### src/rtl/spi_bridge_decoder_pkg.sv
// Shared definitions for the PWM SPI bridge: frame layout,
// FSM encodings and register map addresses.
package spi_bridge_decoder_pkg;

  localparam int RW_BIT     = 7;
  localparam int CMD_BITS   = 8;
  localparam int FRAME_BITS = 16;

  localparam logic [2:0] S_IDLE    = 3'd0;
  localparam logic [2:0] S_CMD     = 3'd1;
  localparam logic [2:0] S_RD_REQ  = 3'd2;
  localparam logic [2:0] S_RD_CAP  = 3'd3;
  localparam logic [2:0] S_DATA_RD = 3'd4;
  localparam logic [2:0] S_DATA_WR = 3'd5;
  localparam logic [2:0] S_DONE    = 3'd6;

  localparam logic [5:0] REG_CTRL   = 6'h00;
  localparam logic [5:0] REG_STATUS = 6'h01;
  localparam logic [5:0] REG_PERIOD = 6'h02;
  localparam logic [5:0] REG_DUTY   = 6'h03;

endpackage

### src/rtl/spi_bridge_decoder_if.sv
// Register-block bus between the SPI bridge (master)
// and the PWM register file (slave).
interface spi_bridge_decoder_if #(
    parameter int ADDR_W = 6,
    parameter int DATA_W = 8
);

    logic              read;
    logic              write;
    logic [ADDR_W-1:0] addr;
    logic [DATA_W-1:0] data_write;
    logic [DATA_W-1:0] data_read;

    modport master (
        output read, write, addr, data_write,
        input  data_read
    );

    modport slave (
        input  read, write, addr, data_write,
        output data_read
    );

endinterface

### src/rtl/spi_bridge_decoder_sync_edge.sv
// Multi-flop synchroniser for one asynchronous pin with
// single-cycle rise/fall pulses derived from the synced level.
module spi_bridge_decoder_sync_edge #(
    parameter int   STAGES  = 2,
    parameter logic RST_VAL = 1'b0
) (
    input  logic clk,
    input  logic rst_n,
    input  logic d_i,
    output logic level_o,
    output logic rise_o,
    output logic fall_o
);

    logic [STAGES-1:0] sync_q;
    logic              prev_q;

    always_ff @(posedge clk or negedge rst_n) begin
        if (!rst_n) begin
            sync_q <= {STAGES{RST_VAL}};
            prev_q <= RST_VAL;
        end else begin
            sync_q <= {sync_q[STAGES-2:0], d_i};
            prev_q <= sync_q[STAGES-1];
        end
    end

    assign level_o = sync_q[STAGES-1];
    assign rise_o  = sync_q[STAGES-1] & ~prev_q;
    assign fall_o  = ~sync_q[STAGES-1] & prev_q;

endmodule

### src/rtl/spi_bridge_decoder.sv
// SPI mode-0 slave that decodes 16-bit frames into single-cycle
// register writes or two-cycle register reads with MISO readback.
module spi_bridge_decoder
    import spi_bridge_decoder_pkg::*;
#(
    parameter int SYNC_STAGES = 2,
    parameter int ADDR_W      = 6,
    parameter int DATA_W      = 8
) (
    input  logic clk,
    input  logic rst_n,
    input  logic sclk_i,
    input  logic cs_n_i,
    input  logic mosi_i,
    output logic miso_o,
    spi_bridge_decoder_if.master bus
);

    localparam int SH_W = (DATA_W > CMD_BITS) ? DATA_W : CMD_BITS;

    logic sclk_rise, sclk_fall, cs_rise, cs_fall, mosi;
    logic sclk_lvl_unused, cs_lvl_unused;
    logic mosi_rise_unused, mosi_fall_unused;

    spi_bridge_decoder_sync_edge #(.STAGES(SYNC_STAGES), .RST_VAL(1'b0)) u_sclk (
        .clk(clk), .rst_n(rst_n), .d_i(sclk_i),
        .level_o(sclk_lvl_unused), .rise_o(sclk_rise), .fall_o(sclk_fall)
    );

    spi_bridge_decoder_sync_edge #(.STAGES(SYNC_STAGES), .RST_VAL(1'b1)) u_cs (
        .clk(clk), .rst_n(rst_n), .d_i(cs_n_i),
        .level_o(cs_lvl_unused), .rise_o(cs_rise), .fall_o(cs_fall)
    );

    spi_bridge_decoder_sync_edge #(.STAGES(SYNC_STAGES), .RST_VAL(1'b0)) u_mosi (
        .clk(clk), .rst_n(rst_n), .d_i(mosi_i),
        .level_o(mosi), .rise_o(mosi_rise_unused), .fall_o(mosi_fall_unused)
    );

    logic [2:0]        state_q, state_d;
    logic [3:0]        cnt_q, cnt_d;
    logic [SH_W-2:0]   shin_q, shin_d;
    logic [DATA_W-1:0] shout_q, shout_d;
    logic [DATA_W-1:0] dwr_q, dwr_d;
    logic [ADDR_W-1:0] addr_q, addr_d;
    logic [ADDR_W-1:0] cmd_addr_q, cmd_addr_d;
    logic              miso_q, miso_d;
    logic              write_q, write_d;
    logic              rose_q, rose_d;
    logic              abort_q, abort_d;
    logic              restart_q, restart_d;
    logic              in_read;

    assign in_read = (state_q == S_RD_REQ) || (state_q == S_RD_CAP);

    always_comb begin
        state_d    = state_q;
        cnt_d      = cnt_q;
        shin_d     = shin_q;
        shout_d    = shout_q;
        dwr_d      = dwr_q;
        addr_d     = addr_q;
        cmd_addr_d = cmd_addr_q;
        miso_d     = 1'b0;
        write_d    = 1'b0;
        rose_d     = rose_q;
        abort_d    = abort_q;
        restart_d  = restart_q;

        if (sclk_rise) shin_d = {shin_q[SH_W-3:0], mosi};

        case (state_q)
            S_IDLE: begin
                if (cs_fall) begin
                    state_d = S_CMD;
                    cnt_d   = 4'd0;
                end
            end
            S_CMD: begin
                if (sclk_rise) begin
                    cnt_d = cnt_q + 4'd1;
                    if (cnt_q == 4'(CMD_BITS - 1)) begin
                        cnt_d      = 4'd0;
                        cmd_addr_d = {shin_q[ADDR_W-2:0], mosi};
                        if (shin_q[RW_BIT-1]) begin
                            state_d = S_DATA_WR;
                        end else begin
                            state_d = S_RD_REQ;
                            addr_d  = {shin_q[ADDR_W-2:0], mosi};
                        end
                    end
                end
            end
            S_RD_REQ: begin
                // The strobe always spans two cycles; pin events are deferred.
                state_d   = S_RD_CAP;
                abort_d   = cs_rise;
                restart_d = cs_fall;
            end
            S_RD_CAP: begin
                shout_d = bus.data_read;
                miso_d  = bus.data_read[DATA_W-1];
                rose_d  = 1'b0;
                cnt_d   = 4'd0;
                abort_d = 1'b0;
                restart_d = 1'b0;
                if (restart_q || cs_fall) begin
                    state_d = S_CMD;
                    miso_d  = 1'b0;
                end else if (abort_q || cs_rise) begin
                    state_d = S_IDLE;
                    miso_d  = 1'b0;
                end else begin
                    state_d = S_DATA_RD;
                end
            end
            S_DATA_RD: begin
                miso_d = miso_q;
                if (sclk_rise) begin
                    rose_d = 1'b1;
                    cnt_d  = cnt_q + 4'd1;
                    if (cnt_q == 4'(DATA_W - 1)) begin
                        state_d = S_DONE;
                        miso_d  = 1'b0;
                    end
                end else if (sclk_fall && rose_q) begin
                    shout_d = {shout_q[DATA_W-2:0], 1'b0};
                    miso_d  = shout_q[DATA_W-2];
                end
            end
            S_DATA_WR: begin
                if (sclk_rise) begin
                    cnt_d = cnt_q + 4'd1;
                    if (cnt_q == 4'(DATA_W - 1)) begin
                        dwr_d   = {shin_q[DATA_W-2:0], mosi};
                        addr_d  = cmd_addr_q;
                        write_d = 1'b1;
                        state_d = S_DONE;
                    end
                end
            end
            S_DONE: begin
                if (sclk_rise && cnt_q != 4'hF) cnt_d = cnt_q + 4'd1;
            end
            default: state_d = S_IDLE;
        endcase

        // Chip-select edges abort any non-read phase without side effects.
        if (!in_read && (cs_rise || (cs_fall && state_q != S_IDLE))) begin
            state_d = cs_rise ? S_IDLE : S_CMD;
            cnt_d   = 4'd0;
            miso_d  = 1'b0;
            write_d = 1'b0;
            dwr_d   = dwr_q;
            addr_d  = addr_q;
        end
    end

    always_ff @(posedge clk or negedge rst_n) begin
        if (!rst_n) begin
            state_q    <= S_IDLE;
            cnt_q      <= 4'd0;
            shin_q     <= '0;
            shout_q    <= '0;
            dwr_q      <= '0;
            addr_q     <= '0;
            cmd_addr_q <= '0;
            miso_q     <= 1'b0;
            write_q    <= 1'b0;
            rose_q     <= 1'b0;
            abort_q    <= 1'b0;
            restart_q  <= 1'b0;
        end else begin
            state_q    <= state_d;
            cnt_q      <= cnt_d;
            shin_q     <= shin_d;
            shout_q    <= shout_d;
            dwr_q      <= dwr_d;
            addr_q     <= addr_d;
            cmd_addr_q <= cmd_addr_d;
            miso_q     <= miso_d;
            write_q    <= write_d;
            rose_q     <= rose_d;
            abort_q    <= abort_d;
            restart_q  <= restart_d;
        end
    end

    assign miso_o         = miso_q;
    assign bus.read       = in_read;
    assign bus.write      = write_q;
    assign bus.addr       = addr_q;
    assign bus.data_write = dwr_q;

endmodule

### src/flat_wrapper.sv
// flat-port wrapper written by rule: the top's interface ports become plain ports
module spi_bridge_decoder_flat import spi_bridge_decoder_pkg::*;
#(
    parameter int SYNC_STAGES = 2,
    parameter int ADDR_W      = 6,
    parameter int DATA_W      = 8
)
  (clk, rst_n, sclk_i, cs_n_i, mosi_i, miso_o, bus_read, bus_write, bus_addr, bus_data_write, bus_data_read);
  spi_bridge_decoder_if #(.ADDR_W(ADDR_W), .DATA_W(DATA_W)) bus_i ();
  input  logic clk;
  input  logic rst_n;
  input  logic sclk_i;
  input  logic cs_n_i;
  input  logic mosi_i;
  output logic miso_o;
  output wire logic [$bits(bus_i.read)-1:0] bus_read;
  output wire logic [$bits(bus_i.write)-1:0] bus_write;
  output wire logic [$bits(bus_i.addr)-1:0] bus_addr;
  output wire logic [$bits(bus_i.data_write)-1:0] bus_data_write;
  input wire logic [$bits(bus_i.data_read)-1:0] bus_data_read;
  assign bus_read = bus_i.read;
  assign bus_write = bus_i.write;
  assign bus_addr = bus_i.addr;
  assign bus_data_write = bus_i.data_write;
  assign bus_i.data_read = bus_data_read;
  spi_bridge_decoder #(.SYNC_STAGES(SYNC_STAGES), .ADDR_W(ADDR_W), .DATA_W(DATA_W)) u_core (.clk(clk), .rst_n(rst_n), .sclk_i(sclk_i), .cs_n_i(cs_n_i), .mosi_i(mosi_i), .miso_o(miso_o), .bus(bus_i));
endmodule
### config.mk
export PLATFORM = sky130hd
export DESIGN_NAME = spi_bridge_decoder_flat
export DESIGN_NICKNAME = d
export VERILOG_FILES = /design/src/rtl/spi_bridge_decoder_pkg.sv /design/src/rtl/spi_bridge_decoder_if.sv /design/src/rtl/spi_bridge_decoder_sync_edge.sv /design/src/rtl/spi_bridge_decoder.sv /design/src/flat_wrapper.sv
export SDC_FILE = /design/constraint.sdc
export NUM_CORES = 1
export LEC_CHECK = 0
export ABC_AREA = 1
export CORE_UTILIZATION = 60
export CTS_CLUSTER_SIZE = 10
export DETAILED_ROUTE_END_ITERATION = 10
export DONT_BUFFER_PORTS = 1
export GPL_ROUTABILITY_DRIVEN = 0
export PLACE_DENSITY = 0.82
export SYNTH_ARGS = -nofsm -noshare
export SYNTH_HDL_FRONTEND = slang
export SYNTH_SLANG_ARGS = --single-unit
### constraint.sdc
create_clock -name clk -period 2.1 [get_ports clk]
set_clock_uncertainty 0.1 [all_clocks]
set_input_delay 0.63 -clock clk [delete_from_list [all_inputs] [get_ports clk]]
set_output_delay 0.63 -clock clk [all_outputs]
set_load 0.1 [all_outputs]
* Yosys cells after proc, flatten, opt, wreduce, memory -nomap -nowiden
Cells that the tools add are included.
W data, S select, Z words.
** Storage, ports and cells
- Input bits :: 13
- Output and inout port bits :: 17
- Flip-flop bits (word level) :: 54
- Logic and storage cells :: 118
** Operators by class
- Bitwise logic cells :: 9
- Add/subtract/negate cells :: 1
- Reduce and logical (&&, ||, !) cells :: 24
- Mux-type cells :: 42
- Equal/unequal tests :: 25
** Operator list (number)
- $mux W6 :: 5
- $mux W3 :: 9
- $mux W4 :: 6
- $pmux W4 S5 :: 1
- $ne A3 B1 Y1 const B :: 6
- $pmux W3 S6 :: 1
- $mux W7 :: 2
- $ne A2 B1 Y1 const B :: 7
- $pmux W7 S2 :: 1
- $mux W1 :: 12
- $pmux W6 S2 :: 1
- $eq A3 B3 Y1 const B :: 3
- $ne A4 B4 Y1 const B :: 2
- $pmux W1 S2 :: 4
- $reduce_and A7 Y1 :: 1
- $eq A3 B2 Y1 const B :: 2
- $reduce_and A3 Y1 :: 2
- $reduce_and A6 Y1 :: 1
- $reduce_bool A2 Y1 :: 3
- $reduce_bool A6 Y1 :: 1
- $not A1 Y1 :: 5
- $reduce_and A5 Y1 :: 1
- $add A4 B1 Y4 const B :: 1
- $and A1 B1 Y1 :: 4
- other kinds (12) :: 20

* Longest topological paths before layout
- Depth after elaboration :: 7
- Depth in mapped cells :: 10
- Depth with buffers taken out :: 10

* Hierarchy
From an unflattened synthesis, not the netlist that was laid out.
** Unflattened totals
- Cells, all modules :: 315
- Area, all modules :: 2752.6 µm²
** By module, submodules not included
- spi_bridge_decoder :: seq. area each 1151.1 µm², instances 1, area each 2478.6 µm², cells each 294
- spi_bridge_decoder_sync_edge (u_core.u_mosi ...) :: seq. area each 75.1 µm², instances 2, area each 90.1 µm², cells each 7
- spi_bridge_decoder_sync_edge (u_core.u_cs) :: seq. area each 78.8 µm², instances 1, area each 93.8 µm², cells each 7

* Least setup slack after synthesis
OpenSTA, ideal clock, no wires.
- Kind :: reg-to-reg
- Start point :: reg u_core.state_q[0]
- End point :: reg u_core.dwr_q[5] (netlist: u_core.bus.data_write[5])
- Stages on the path, launching flop included :: 11
- Required time :: 1.879 ns
- Arrival time :: 1.489 ns
- Path slack :: 0.390 ns
- Clock period less this slack :: 1.710 ns
- Setup time :: 0.121 ns
- Buffers on the path :: 2
- Cells stage by stage :: dfrtp_1 -> buf_6 -> nor2_4 -> nand2_2 -> nand2_4 -> inv_4 -> nand2_8 -> nand2_8 -> buf_12 -> nand2_2 -> o21ai_2
** Between the ends
- Cells in the longest elaborated chain, start to end :: 6
- Elaborated cells on any way between the ends :: 11
- Classes of those cells :: eq/ne (3); bitwise (1); reduce/logical (7)
** RTL lines
- from (decl) :: line spi_bridge_decoder.sv:40 : logic [2:0] state_q, state_d;
- from (signal assigned) :: line spi_bridge_decoder.sv:174 : state_q <= state_d;
- $eq A3 B2 Y1 :: line spi_bridge_decoder.sv:54 : assign in_read = (state_q == S_RD_REQ) || (state_q == S_RD_CAP);
- $logic_or A1 B1 Y1 (*) :: line spi_bridge_decoder.sv:54
- named net bus_read :: line flat_wrapper.sv:16 : output wire logic [$bits(bus_i.read)-1:0] bus_read;
- $logic_not A1 Y1 (*) :: line spi_bridge_decoder.sv:149 : if (!in_read && (cs_rise || (cs_fall && state_q != S_IDLE))) begin
- $logic_and A1 B1 Y1 (*) :: line spi_bridge_decoder.sv:149
- $not A1 Y1 (no line) (*)
- $reduce_and A4 Y1 (no line) (*)
- to (signal assigned) :: line spi_bridge_decoder.sv:178 : dwr_q <= dwr_d;
- to (decl) :: line spi_bridge_decoder.sv:44 : logic [DATA_W-1:0] dwr_q, dwr_d;
The timed path passes the listed nets; every way through them passes the cells marked *.
A chain may end at the register's enable or synchronous reset.

* Final worst setup path
- Start point :: reg u_core.state_q[0]
- End point :: out bus_read
** Between the ends
- Cells in the longest elaborated chain, start to end :: 2
- Elaborated cells on any way between the ends :: 3
- Classes of those cells :: eq/ne (2); reduce/logical (1)
** RTL lines (line)
- $eq A3 B2 Y1 :: spi_bridge_decoder.sv:54
- $logic_or A1 B1 Y1 (*) :: spi_bridge_decoder.sv:54
- to (decl) :: flat_wrapper.sv:16
Every way passes the cells marked *; elsewhere a longest branch is shown, timed or not.

==> impl_metrics.yaml <==
run_status:
  status: "finished, final reports clean"
clock_tree:
  cts_tree: "yes"
  h-tree-depth: 2
  clk_pin_slew_ps: 100
  cts_buffer_depth: 2
  clkLatencyLatePin_ps: 310
  numCtsBuffers: 5
  cts_sinks: 54
  clockRootBuffer: "clkbuf_8"
route:
  drt_iter0_markers: 110
  dr.pass1.iters: 4
  drt_wl_total_mm: 5.324
  via_count: 2127
  vias_per_cell: 5.426
  antenna_left: 0
  route.detailed.drc: 0
  wire_per_inst_um: 13.58
timing:
  max_freq_mhz: 491.0
  setup_viol: 0
  rsz0062_at_grt: "no"
  finalCritPeriodShare_pct: 96.98
  layout_setup_ws_ps: 63.52
  timing.final.crit_period_ps: 2036
  slew_headroom_pct: 73.69
  tightest_slew_ps: 393.6
  hold_ws_ps: 44.65
  finalHoldViolCount: 0
  setup-tns-final_ps: 0
  finalMaxSlewViolations: 0
pwr:
  intPower_mw: 2.059
  seqPwrFrac_pct: 37.0
  clockPowerShare_pct: 18.4
  sw_frac_of_total_pct: 44.89
  p_switching_mw: 1.677
  power.leakage_nw: 1.550
  combPwrFrac_pct: 44.7
  ir_drop_mv: 0.6977
  p_per_area_mw_per_mm2: 1250
yosys:
  synth.largest_area_cell: "dfrtp_1"
  ys_types: 30
  ys_ff_latch: 54
  ys_warn_count: 0
  ys_seq_area_share_pct: 50.12
  netlist_instances: 319
  synth_nets: 333
  netlist_area_mm2: 0.002704
  netlist.area_leader.share_pct: 47.20
  synth_area_leaders: "dfrtp_1 47%, nand2_1 14%, nand3_1 4.6%"
  avgSynthCellArea_um2: 8.476
finish:
  area_growth_pct: 10.55
  finalInstanceArea_mm2: 0.002989
  finish.utilization_pct: 68.65
  final_nets: 353
  n_antenna_cell: 0
  drive_gt1_share_pct: 19.71
worst_setup_path:
  startpoint_type: "register"
  timing.rr.end: "u_core.cmd_addr_q[2]"
  cp.required_ps: 1370
  path_max_fanout: 6
  cp-end-kind: "output pin"
  crit_arrival_ps: 1310
  ff2ff_path_depth: 6
  reg2reg_slack_ps: 310
  endpoint: "bus_read"
  critPathSlowestCell: "dfrtp_2"
  setup.worst_path.start: "u_core.state_q[0]"
  r2r-start: "u_core.state_q[1]"
  critical_path_class: "reg -> out"
  worstPathCellList: "nor2_4 > nand2_2 > nand2_8"
  max_stage_delay_ps: 480
global_route:
  grt_first_pass_wirelength_mm: 9.308
  grt_start_max_net_pins: 52
  overflow: 0
  grtUsageTotal_pct: 24.34
  grt_pass1_vias: 2121
  grt_antenna_before_repair: 0
floorplan:
  initial_utilization_pct: 62.10
  io_pins: 30
  die_h_um: 69.13
  fp.dieW_um: 69.13
  die_area_mm2: 0.004779
  num_rows: 24
  core-area_mm2: 0.004354
placement:
  io_buffers: 0
  dp_hpwl_mm: 3.605
  dp_slack_ps: 259.7
  place_area_mm2: 0.002818
hold_path:
  hold_path.class: "in -> async"
flow_run:
  cap_viol_max_count: 0
==> power groups by stage <==
stage               Clock (mW)  Sequential [mW]  Combinational, mW
floorplan                    0             1.68               1.03
global placement             0             1.39               1.50
detailed placement           0             1.40               1.54
CTS                      0.699             1.38               1.60
global route             0.735             1.40               1.84
finish                   0.687             1.38               1.67
==> stage by stage <==
stage | power [mW] | std cells
2_1_floorplan | 2.709 | 319
3_3_place_gp | 2.890 | 380
3_5_place_dp | 2.946 | 380
4_1_cts | 3.681 | 389
5_1_grt | 3.973 | 392
6_report | 3.736 | 392
==> kinds of logic (layout without fill, tap and decap cells) <==
kind of cell	count (synthesis)	after routing	share of synthesized area, %
simple gates	169	169	29.94
buf+inv	44	65	8.375
flops	54	54	50.12
xor+xnor	1	1	0.3240
compound gates	50	50	10.78
fa+ha+maj	1	1	0.4627
==> worst max-delay path, delay by kind of cell (launching register included) <==
family | cells | cell delay [ps]
simple gates | 3 | 500
flops | 1 | 480
==> per-layer routing <==
metal | vias up | track usage (%) | wire, µm
met3 | 15 | 5.994 | 267
met1 | 991 | 31.12 | 2341
met2 | 59 | 40.02 | 2600
li1 | 1062 | - | -
met4 | 0 | 9.297 | 114
met5 | - | 0 | 0
==> registers in the layout, indices dropped and copies added (netlist names) <==
| signal | count |
|---|---|
| u_core.abort_q | 1 |
| u_core.rose_q | 1 |
| u_core.u_sclk.sync_q | 2 |
| u_core.restart_q | 1 |
| u_core.u_cs.prev_q | 1 |
| u_core.shin_q | 7 |
| u_core.bus.write | 1 |
| u_core.shout_q | 7 |
| u_core.cnt_q | 4 |
| u_core.miso_o | 1 |
| u_core.state_q | 3 |
| u_core.u_mosi.sync_q | 2 |
| u_core.cmd_addr_q | 6 |
| u_core.u_sclk.prev_q | 1 |
| u_core.bus.addr | 6 |
| u_core.bus.data_write | 8 |
| u_core.u_cs.sync_q | 2 |
==> how the worst min path moves through the flow <==
stage / from / endpoint / slack, ps / depth (start not counted)
after floorplan: rst_n / u_core.abort_q / 230 / 0
after global placement: u_core.u_mosi.sync_q[0] / u_core.u_mosi.sync_q[1] / 230 / 0
after detailed placement: rst_n / u_core.cnt_q[3] / 240 / 0
after CTS: rst_n / u_core.u_cs.prev_q / 40 / 0
after global routing: rst_n / u_core.u_cs.sync_q[0] / 30 / 0
final: rst_n / u_core.u_cs.sync_q[1] / 40 / 0
==> layout make-up <==
cell class / count / area (µm²)
flip-flops and latches: 54 / 1358
multi-input cells: 221 / 1131
inverters: 34 / 132.6
well taps: 52 / 65.06
clock buffers: 6 / 72.57
fillers: 345 / 1365
repair buffers: 23 / 192.7
clock inverters: 2 / 37.54
==> what timing repair did <==
item / CTS / global route
pin swaps: 0 / 1
hold endpoints to repair: 51 / 0
hold buffers: 1 / 0
buffers inserted: 0 / 3
resized for setup: 2 / 1
setup endpoints to repair: 1 / 1
==> layout by cell type, fill, tap and decap left out <==
cell | Yosys | layout
nand2_1 | 99 | 99
dfrtp_1 | 51 | 49
inv_1 | 28 | 28
nand3_1 | 25 | 25
o21ai_0 | 24 | 24
buf_4 | 2 | 22
nor2_1 | 19 | 19
a21oi_1 | 9 | 9
nand2_2 | 7 | 7
o21ai_2 | 7 | 7
o21ai_1 | 7 | 7
nand4_1 | 7 | 7
nor2_4 | 6 | 6
clkbuf_8 | 0 | 5
inv_2 | 3 | 3
nand2_8 | 2 | 3
dfstp_2 | 3 | 3
inv_4 | 2 | 2
dfrtp_2 | 0 | 2
nand3_4 | 1 | 1
o22ai_1 | 1 | 1
nor2_2 | 1 | 1
nand2_4 | 2 | 1
a21oi_4 | 1 | 1
o21a_1 | 1 | 1
clkinv_1 | 1 | 1
xnor2_1 | 1 | 1
ha_1 | 1 | 1
clkbuf_1 | 1 | 1
clkinvlp_4 | 0 | 1
bufinv_16 | 0 | 1
buf_16 | 0 | 1
==> synthesized netlist by cell type, drive strengths merged <==
master and instances:
nand4 7, nor2 26, ha 1, dfrtp 51, a21oi 10, xnor2 1
inv 33, buf 9, dfstp 3, o21ai 38, nand3 26, clkinv 1
o22ai 1, o21a 1, clkbuf 1, nand2 110
No activity file was read; power rests on OpenSTA's default activity.
